### src/rtl/armleg_run_controller.sv
// Run controller for the ARMLEG core: holds CORE_RESET, releases the core, counts RUN cycles until halt.
// Defining ARMLEG_RUN_WATCHDOG_EN adds a watchdog that ends a run after MAX_CYCLES RUN cycles.
module armleg_run_controller #(
  parameter int HOLD_CYCLES = 4,
  parameter int MAX_CYCLES  = 1024,
  parameter int CNT_W       = 16
) (
  input  logic             CLOCK,
  input  logic             RESET,
  input  logic             start,
  input  logic             abort,
  input  logic             halt,
  output logic             CORE_RESET,
  output logic             running,
  output logic             done,
  output logic             timed_out,
  output logic [CNT_W-1:0] cycle_count
);

  localparam int               HOLD_W    = (HOLD_CYCLES > 1) ? $clog2(HOLD_CYCLES) : 1;
  localparam logic [HOLD_W-1:0] HOLD_LAST = HOLD_W'(HOLD_CYCLES - 1);
  localparam logic [CNT_W-1:0]  CNT_SAT   = {CNT_W{1'b1}};

  typedef enum logic [2:0] {
    S_IDLE    = 3'd0,
    S_HOLD    = 3'd1,
    S_RUN     = 3'd2,
    S_HALTED  = 3'd3,
    S_TIMEOUT = 3'd4
  } state_t;

  if (HOLD_CYCLES < 1) begin : g_bad_hold
    $error("HOLD_CYCLES must be at least 1");
  end
  if ((MAX_CYCLES < 1) || (longint'(MAX_CYCLES) > ((longint'(1) << CNT_W) - 1))) begin : g_bad_max
    $error("MAX_CYCLES must lie in 1 .. 2^CNT_W-1");
  end

  state_t            r_state;
  state_t            w_next_state;
  logic [HOLD_W-1:0] r_hold_cnt;
  logic [HOLD_W-1:0] w_hold_cnt_next;
  logic [CNT_W-1:0]  r_cycle_cnt;
  logic [CNT_W-1:0]  w_cycle_cnt_next;
  logic [CNT_W-1:0]  w_cycle_inc;
  logic              w_wd_hit;
  logic              r_core_reset;
  logic              r_running;
  logic              r_done;

  // Saturating increment: the counter sticks at all-ones instead of wrapping.
  assign w_cycle_inc = (r_cycle_cnt == CNT_SAT) ? r_cycle_cnt : (r_cycle_cnt + CNT_W'(1));

`ifdef ARMLEG_RUN_WATCHDOG_EN
  assign w_wd_hit = (w_cycle_inc == CNT_W'(MAX_CYCLES));
`else
  assign w_wd_hit = 1'b0;
`endif

  always_comb begin
    w_next_state     = r_state;
    w_hold_cnt_next  = r_hold_cnt;
    w_cycle_cnt_next = r_cycle_cnt;
    case (r_state)
      S_IDLE, S_HALTED, S_TIMEOUT: begin
        if (start) begin
          w_next_state     = S_HOLD;
          w_hold_cnt_next  = '0;
          w_cycle_cnt_next = '0;
        end
      end
      S_HOLD: begin
        w_hold_cnt_next = r_hold_cnt + HOLD_W'(1);
        if (abort)                        w_next_state = S_IDLE;
        else if (r_hold_cnt == HOLD_LAST) w_next_state = S_RUN;
      end
      S_RUN: begin
        // The exiting edge is still a RUN cycle, so it is counted too.
        w_cycle_cnt_next = w_cycle_inc;
        if (abort)         w_next_state = S_IDLE;
        else if (halt)     w_next_state = S_HALTED;
        else if (w_wd_hit) w_next_state = S_TIMEOUT;
      end
      default: w_next_state = S_IDLE;
    endcase
  end

  always_ff @(posedge CLOCK or posedge RESET) begin
    if (RESET) begin
      r_state      <= S_IDLE;
      r_hold_cnt   <= '0;
      r_cycle_cnt  <= '0;
      r_core_reset <= 1'b1;
      r_running    <= 1'b0;
      r_done       <= 1'b0;
    end else begin
      r_state      <= w_next_state;
      r_hold_cnt   <= w_hold_cnt_next;
      r_cycle_cnt  <= w_cycle_cnt_next;
      r_core_reset <= (w_next_state != S_RUN);
      r_running    <= (w_next_state == S_RUN);
      r_done       <= (w_next_state == S_HALTED) || (w_next_state == S_TIMEOUT);
    end
  end

`ifdef ARMLEG_RUN_WATCHDOG_EN
  logic r_timed_out;

  always_ff @(posedge CLOCK or posedge RESET) begin
    if (RESET) r_timed_out <= 1'b0;
    else       r_timed_out <= (w_next_state == S_TIMEOUT);
  end

  assign timed_out = r_timed_out;
`else
  assign timed_out = 1'b0;
`endif

  assign CORE_RESET  = r_core_reset;
  assign running     = r_running;
  assign done        = r_done;
  assign cycle_count = r_cycle_cnt;

endmodule

### config.mk
export PLATFORM = sky130hd
export DESIGN_NAME = armleg_run_controller
export DESIGN_NICKNAME = d
export VERILOG_FILES = /design/src/rtl/armleg_run_controller.sv
export SDC_FILE = /design/constraint.sdc
export NUM_CORES = 1
export LEC_CHECK = 0
export ABC_AREA = 1
export CAP_MARGIN = 20
export CORE_ASPECT_RATIO = 0.5
export CORE_UTILIZATION = 31
export CTS_CLUSTER_DIAMETER = 200
export DETAILED_ROUTE_END_ITERATION = 8
export PLACE_DENSITY = 0.57
export REMOVE_ABC_BUFFERS = 1
export SKIP_CTS_REPAIR_TIMING = 1
export SLEW_MARGIN = 40
export SYNTH_ARGS = -nofsm -noshare
export SYNTH_HDL_FRONTEND = slang
export SYNTH_SLANG_ARGS = --single-unit
### constraint.sdc
create_clock -name CLOCK -period 1.9 [get_ports CLOCK]
set_input_delay 0.38 -clock CLOCK [delete_from_list [all_inputs] [get_ports CLOCK]]
set_output_delay 0.38 -clock CLOCK [all_outputs]
set_load 0.03 [all_outputs]
# ---- After elaboration in Yosys (flattened, before gate mapping)
# Cells that the tools add are included.
dict set report word_totals {
  elab_cells 38
  ff_bits 24
  out_inout_bits 20
}
dict set report op_classes {
  n_eq_ne 12
  n_mux 11
  addsub 2
  reduce_logical 7
}
# cell n
set ops {}
lappend ops {{2-to-1 mux 16 bit} 2}
lappend ops {{case mux 16 bit (2 select lines)} 1}
lappend ops {{adder 16 x 1 -> 16 bit (second input constant)} 1}
lappend ops {{equality test 16 bit (second input constant)} 1}
lappend ops {{2-to-1 mux 3 bit} 5}
lappend ops {{equality test 3 x 2 -> 1 bit (second input constant)} 4}
lappend ops {{case mux 3 bit (3 select lines)} 1}
lappend ops {{equality test 3 bit (second input constant)} 2}
lappend ops {{inequality test 2 bit (second input constant)} 2}
lappend ops {{case mux 2 bit (2 select lines)} 1}
lappend ops {{nonzero test 2 bit} 2}
lappend ops {{equality test 3 x 1 -> 1 bit (second input constant)} 1}
lappend ops {{logical NOT 3 bit} 1}
lappend ops {{inequality test 3 x 2 -> 1 bit (second input constant)} 1}
lappend ops {{AND reduction 3 bit} 1}
lappend ops {{OR reduction 3 bit} 1}
lappend ops {{adder 2 x 1 -> 2 bit (second input constant)} 1}
lappend ops {{equality test 2 bit (second input constant)} 1}
lappend ops {{2-to-1 mux 2 bit} 1}
lappend ops {{AND reduction 2 bit} 1}
lappend ops {{logical OR 1 bit} 1}

# ---- Depth between registers and ports, before layout
# Gate-level depths: netlist of the first run.
dict set report logic_depth {
  depth_word 6
  depth_mapped 9
  depth_no_buf 8
}

# ---- Least setup slack after synthesis of the first run
# OpenSTA, ideal clock, no wires.
dict set report synth_path {
  kind {reg-to-reg}
  from {register r_cycle_cnt[1], in the netlist cycle_count[1]}
  to {register r_cycle_cnt[5], in the netlist cycle_count[5]}
  path_stages_with_launch 9
  period_less_slack_ps 1647
  arrival_time_ps 1581
  t_required_ps 1834
  path_slack_ps 253
  setup_ps 66
  cell_sequence {dfrtp_1 -> ha_1 -> nand3_1 -> nor2_2 -> nand3_2 -> o21ai_4 -> buf_6 -> nand2_1 -> nand2_1}
}
dict set report synth_via {
  elab_chain_cells 3
}
# element line
set synth_rtl {}
lappend synth_rtl {{start, declared} 43} ;# logic [CNT_W-1:0] r_cycle_cnt;
lappend synth_rtl {{start signal, assigned} 99} ;# r_cycle_cnt <= w_cycle_cnt_next;
lappend synth_rtl {{adder 16 x 1 -> 16 bit / equality test 16 bit (equally long branches)} 52} ;# assign w_cycle_inc = (r_cycle_cnt == CNT_SAT) ? r_cycle_cnt : (r_cycle_cnt + CNT_W'(1));
lappend synth_rtl {{2-to-1 mux 16 bit / inequality test 2 bit (equally long branches)} --}
lappend synth_rtl {{case mux 16 bit (2 select lines) / AND reduction 3 bit (equally long branches)} --}
# Parallel ways exist; a longest one is shown, timed or not. The select of a mux whose other input is x is not followed.
# A chain may end at the register's enable or synchronous reset.

# ---- Worst setup path in the final report of the first run
dict set report layout_path {
  from {register r_core_reset, in the netlist CORE_RESET}
  to {output CORE_RESET}
}
# element line
set layout_lines {}
lappend layout_lines {{start, declared} 47} ;# logic r_core_reset;
lappend layout_lines {{start signal, assigned} 100} ;# r_core_reset <= (w_next_state != S_RUN);
lappend layout_lines {{end, declared} 13} ;# output logic CORE_RESET,
# No word-level cell between the ends.

==> out/qor.yml, run 1 <==
synth_common_cells: "82 x nand2_1, 23 x dfrtp_1, 17 x inv_1, 17 x nand3_1, 15 x nor2_1"
routed_wl_um: 2870
port_buffers: 23
avgSynthCellArea_um2: 7.23
clk_latency_ns: 0.27
yosysTopAreaCell: "dfrtp_1"
clkSinkCount: 24
die-height_um: 48.9
drc_errors: 0
antenna_found_initial: 0
p_leak_nw: 0.819
drv_cap: 0
synth_top_family_by_area: "simple AND/OR/NAND/NOR gates"
dr.pass1.iters: 4
yosysTopAreaCellShare_pct: 42.1
fp-row-count: 16
drive_above_1_share_pct: 8.29
ys_seq_area_share_pct: 44.0
rsz0062_at_grt: "false"
post-place-ws_ns: 0.263
synth_ff_type: "dfrtp_1"
fin_total_pwr_mw: 1.36
grt_use_met3_pct: 3.74
cts_root_buffer: "clkbuf_8"
async_flop_share_pct: 100
avgViaCountPerCell: 4.46
synth_compound_area_share_pct: 3.57
crit_buf_inv: 1
synthSimpleGateAreaFrac_pct: 39.8
power.net_switching_mw: 0.469
cp.required_ns: 1.52
clockBufferDepth: 2
pwr-share-clk_pct: 26.1
layout_setup_ws_ns: 0.0727
fmax_ghz: 0.547
holdCritPathClass: "in2async"
dpl.hpwl_um: 2240
wl_per_cell_um: 10.6
grt-ovfl-total: 0
die_x_um: 95.9
period_share_pct: 96.2
whs_ns: 0.364
tns_ns: 0
yosys-top-cells-area: "dfrtp_1 42%, nand2_1 23%, nand3_1 6.2%"
skew_ns: 0.00283
critical_path_depth: 1
yosysUniqueCellTypes: 25
yosysMostFrequentCell: "nand2_1"
synth_seq_cells: 24
synth.area.mux_share_pct: 0
syn_area_mm2: 0.00137
grt_pass1_vias: 1048
vdd_drop_max_mv: 0.252
cts.htree.levels: 1
initial_core_util_pct: 33.6
placed_area_mm2: 0.00167
grt_busiest_layer: "met1"
critPathMaxFanout: 1
final_area_mm2: 0.00172
detail-route-antenna-nets: 0
cp.arrival_ns: 1.45
coreArea_mm2: 0.00406
area_delta_synth_final_pct: 26.1
cp_slowest_cell: "clkdlybuf4s50_1"
crit_chain: "clkdlybuf4s50_1"
switching_share_pct: 34.5
grtUsageMet1_pct: 20.8
period_needed_ns: 1.83
pwr-share-comb_pct: 28.7
rr_worst_depth: 7
final_nets: 225
cts_inserted_buffers: 3
crit_type: "reg2out"
met2_usage_pct: 19.4
diodes: 0
routed-via-count: 1209
power_density_mw_per_mm2: 790
path_clk_slew_ns: 0.08
track_usage_pct: 13.8
synth-edff-count: 0
power_frac_seq_pct: 45.1
slew_violations: 0
p_int_mw: 0.892
endpoint_kind: "output pin"
grt_pass1_wl_um: 4980
syn-instance-count: 189
crit_family: "buffers and inverters"
grt_max_degree: 17
io_pins: 25
finalSetupViolCount: 0
dieArea_mm2: 0.00469
synthXorXnorAreaFrac_pct: 3.85
place_congestion: 0.784
drtIter0Drc: 52
crit_path_start_kind: "flip-flop"
status: "complete, no violations"
yosysWarnings: 0
finalHoldViolCount: 0
slowest_delay_ns: 0.66
cts_tree: "done"
synth-adder-area-share_pct: 1.83
## stage by stage
step	utilization, %	cells
floorplan	-	187
global placement	41.0	267
detailed placement	41.0	267
CTS	42.4	271
global route	42.4	271
finish	42.4	271
## path summary, 6_finish.rpt
path	from	endpoint	slack, ns
min reg2reg	r_hold_cnt[1]	r_hold_cnt[1]	0.49
max reg2reg	cycle_count[1]	cycle_count[0]	0.23
max	CORE_RESET	CORE_RESET	0.07
min	RESET	done	0.36
min in group CLOCK	r_hold_cnt[1]	r_hold_cnt[1]	0.49
max in group asynchronous	RESET	cycle_count[1]	1.08
## sequential cells by signal, summed over array words and instances, names as in the netlist
name         cells
cycle_count     16
done             1
r_state          3
CORE_RESET       1
running          1
r_hold_cnt       2
## routing by layer
metal  routed length, µm  share of wire [%]  vias up
li1                    -                  -      638
met1                1560                 54      552
met2                1210                 42       15
met3                  86                3.0        4
met4                  21               0.73        0
met5                   0                  0        -
## power groups by stage
stage	Combinational (mW)	Clock, mW	Sequential, mW
2_1_floorplan	0.230	0	0.660
3_3_place_gp	0.389	0	0.620
3_5_place_dp	0.397	0	0.624
4_1_cts	0.398	0.367	0.615
5_1_grt	0.448	0.385	0.625
6_report	0.391	0.356	0.614
## layout by cell type (no fill, tap or decap), drive strengths merged, types with 3 or more instances in the layout
cell type and n:
clkbuf 4, nand3 19, or2 3, nand2 82, dfrtp 23, clkdlybuf4s50 23
nand4 3, buf 3, xnor2 4, inv 19, o21ai 5, nor2 17
## cell type report
cell class / instances / area [µm²]
Tap cell: 54 / 67.6
Inverter: 19 / 71.3
Clock buffer: 4 / 55.1
Sequential cell: 24 / 602
Timing Repair Buffer: 26 / 253
Multi-Input combinational cell: 144 / 674
Fill cell: 427 / 2340
## cell families after synthesis
group | after synthesis
compound gates | 7
xor+xnor | 6
fa+ha+maj | 2
buf+inv | 21
flops | 24
other cells | 1
simple gates | 128
Note: power is estimated with default switching activity, not from simulation.
==> run 2, diff against run 1 <==
Settings changed: ABC_AREA 1 to 0.
==> run 2 against run 1 <==
Effect of this change: sequential share of layout area fell by 3.1 points; largest cell class unchanged; via count rose by 4.3%; first-iteration DRC count is 15% lower; non-clock buffer count rose by 24; die area shrank 2.8%.
==> out/qor.yml, run 2 <==
status: "complete, no violations"
die_x_um: 94.5
skew_ns: 0.00476
critPathMaxFanout: 3
final_nets: 195
fmax_ghz: 0.544
dpl.hpwl_um: 2420
stdcell_count: 241
cts_inserted_buffers: 3
syn_area_mm2: 0.00133
synth-edff-count: 0
initial_core_util_pct: 33.1
p_leak_nw: 0.873
grt_pass1_vias: 1093
path_clk_slew_ns: 0.09
endpoint_kind: "output pin"
tns_ns: 0
ys_seq_area_share_pct: 45.4
io_pins: 25
diodes: 0
period_needed_ns: 1.84
synth_common_cells: "23 x dfrtp_1, 11 x nand2_1, 9 x inv_1"
track_usage_pct: 14.6
yosys-top-cells-area: "dfrtp_1 43%, nand2_1 3.1%, nand3_1 2.6%"
crit_family: "buffers and inverters"
holdCritPathClass: "in2async"
layout_setup_ws_ns: 0.0620
final_area_mm2: 0.00189
synth_seq_cells: 24
crit_type: "reg2out"
area_delta_synth_final_pct: 42.7
cp.arrival_ns: 1.46
cts_root_buffer: "clkbuf_8"
slew_violations: 0
syn-instance-count: 140
layout_common_cells: "27 x buf_4, 23 x dfrtp_1, 20 x clkdlybuf4s50_1, 11 x nand2_1, 9 x inv_1"
drv_cap: 0
die-height_um: 48.3
largest_reg_flops: 16
mostFrequentLayoutCell: "buf_4"
crit_chain: "buf_4 > clkdlybuf4s50_1"
grt_max_degree: 19
yosysTopAreaCellShare_pct: 43.4
period_share_pct: 96.7
dp_cells: 237
coreArea_mm2: 0.00400
drc_errors: 0
slowest_delay_ns: 0.66
yosysWarnings: 0
port_buffers: 23
cts_tree: "done"
fp-row-count: 16
cts.htree.levels: 1
avgViaCountPerCell: 5.23
detail-route-antenna-nets: 0
yosysUniqueCellTypes: 50
cp_slowest_cell: "clkdlybuf4s50_1"
clockBufferDepth: 2
post-place-ws_ns: 0.0362
drive_above_1_share_pct: 20.9
avgSynthCellArea_um2: 9.47
place_congestion: 0.807
power_density_mw_per_mm2: 1110
routed-via-count: 1261
finalSetupViolCount: 0
dieArea_mm2: 0.00456
clkSinkCount: 24
crit_buf_inv: 2
async_flop_share_pct: 100
placed_area_mm2: 0.00179
dr.pass1.iters: 4
synth_ff_type: "dfrtp_1"
antenna_found_initial: 0
finalHoldViolCount: 0
routed_wl_um: 3280
drtIter0Drc: 44
crit_path_start_kind: "flip-flop"
grt-ovfl-total: 0
yosysTopAreaCell: "dfrtp_1"
yosysMostFrequentCell: "dfrtp_1"
wl_per_cell_um: 13.6
cp.required_ns: 1.52
vdd_drop_max_mv: 0.461
clk_latency_ns: 0.27
grt_pass1_wl_um: 5020
-- run 2: cell families after synthesis --
family / synth area share (%)
flip-flops: 45.4
buffers and inverters: 5.00
XOR/XNOR: 1.32
other: 0.283
AO/OA/AOI/OAI: 20.4
AND/OR/NAND/NOR: 23.5
multiplexers: 2.26
adder cells (fa/ha/maj): 1.89
-- run 2: final timing paths --
check | endpoint | slack [ns] | startpoint | cells past startpoint
worst max-delay path | cycle_count[9] | 0.06 | cycle_count[9] | 2
worst min-delay path | running | 0.32 | RESET | 2
worst max register to register | cycle_count[11] | 0.07 | cycle_count[0] | 5
worst min register to register | r_state[2] | 0.55 | r_state[1] | 1
max in group asynchronous | cycle_count[15] | 1.06 | RESET | 3
min in group CLOCK | r_state[2] | 0.55 | r_state[1] | 1
-- run 2: layout make-up --
type | count | area (µm²)
Fill cell | 393 | 2110
Multi-Input combinational cell | 100 | 694
Sequential cell | 24 | 602
Timing Repair Buffer | 50 | 440
Tap cell | 54 | 67.6
Clock buffer | 4 | 55.1
Inverter | 9 | 33.8
-- run 2: per-layer routing --
metal  vias up  GRT usage [%]  part of all wire, %
li1        631              -                    -
met1       596           19.0                   49
met2        32           25.5                   46
met3         2           3.74                  4.6
met4         0           2.73                 0.34
met5         -              0                    0
-- run 2: stage by stage --
step / utilization [%] / power, mW / hold WS, ns
2_1_floorplan: - / 1.27 / 0.394
3_3_place_gp: 44.8 / 1.73 / 0.540
3_5_place_dp: 44.8 / 1.75 / 0.539
4_1_cts: 46.2 / 2.10 / 0.325
5_1_grt: 47.3 / 2.23 / 0.376
6_report: 47.3 / 2.09 / 0.322
-- run 2: report_power, final --
group          total [mW]  switching, mW  internal, mW  leakage [nW]
clock network       0.349          0.164         0.185        0.0288
registers           0.716         0.0922         0.624         0.321
logic                1.03          0.567         0.463         0.523
total                2.09          0.824          1.27         0.873
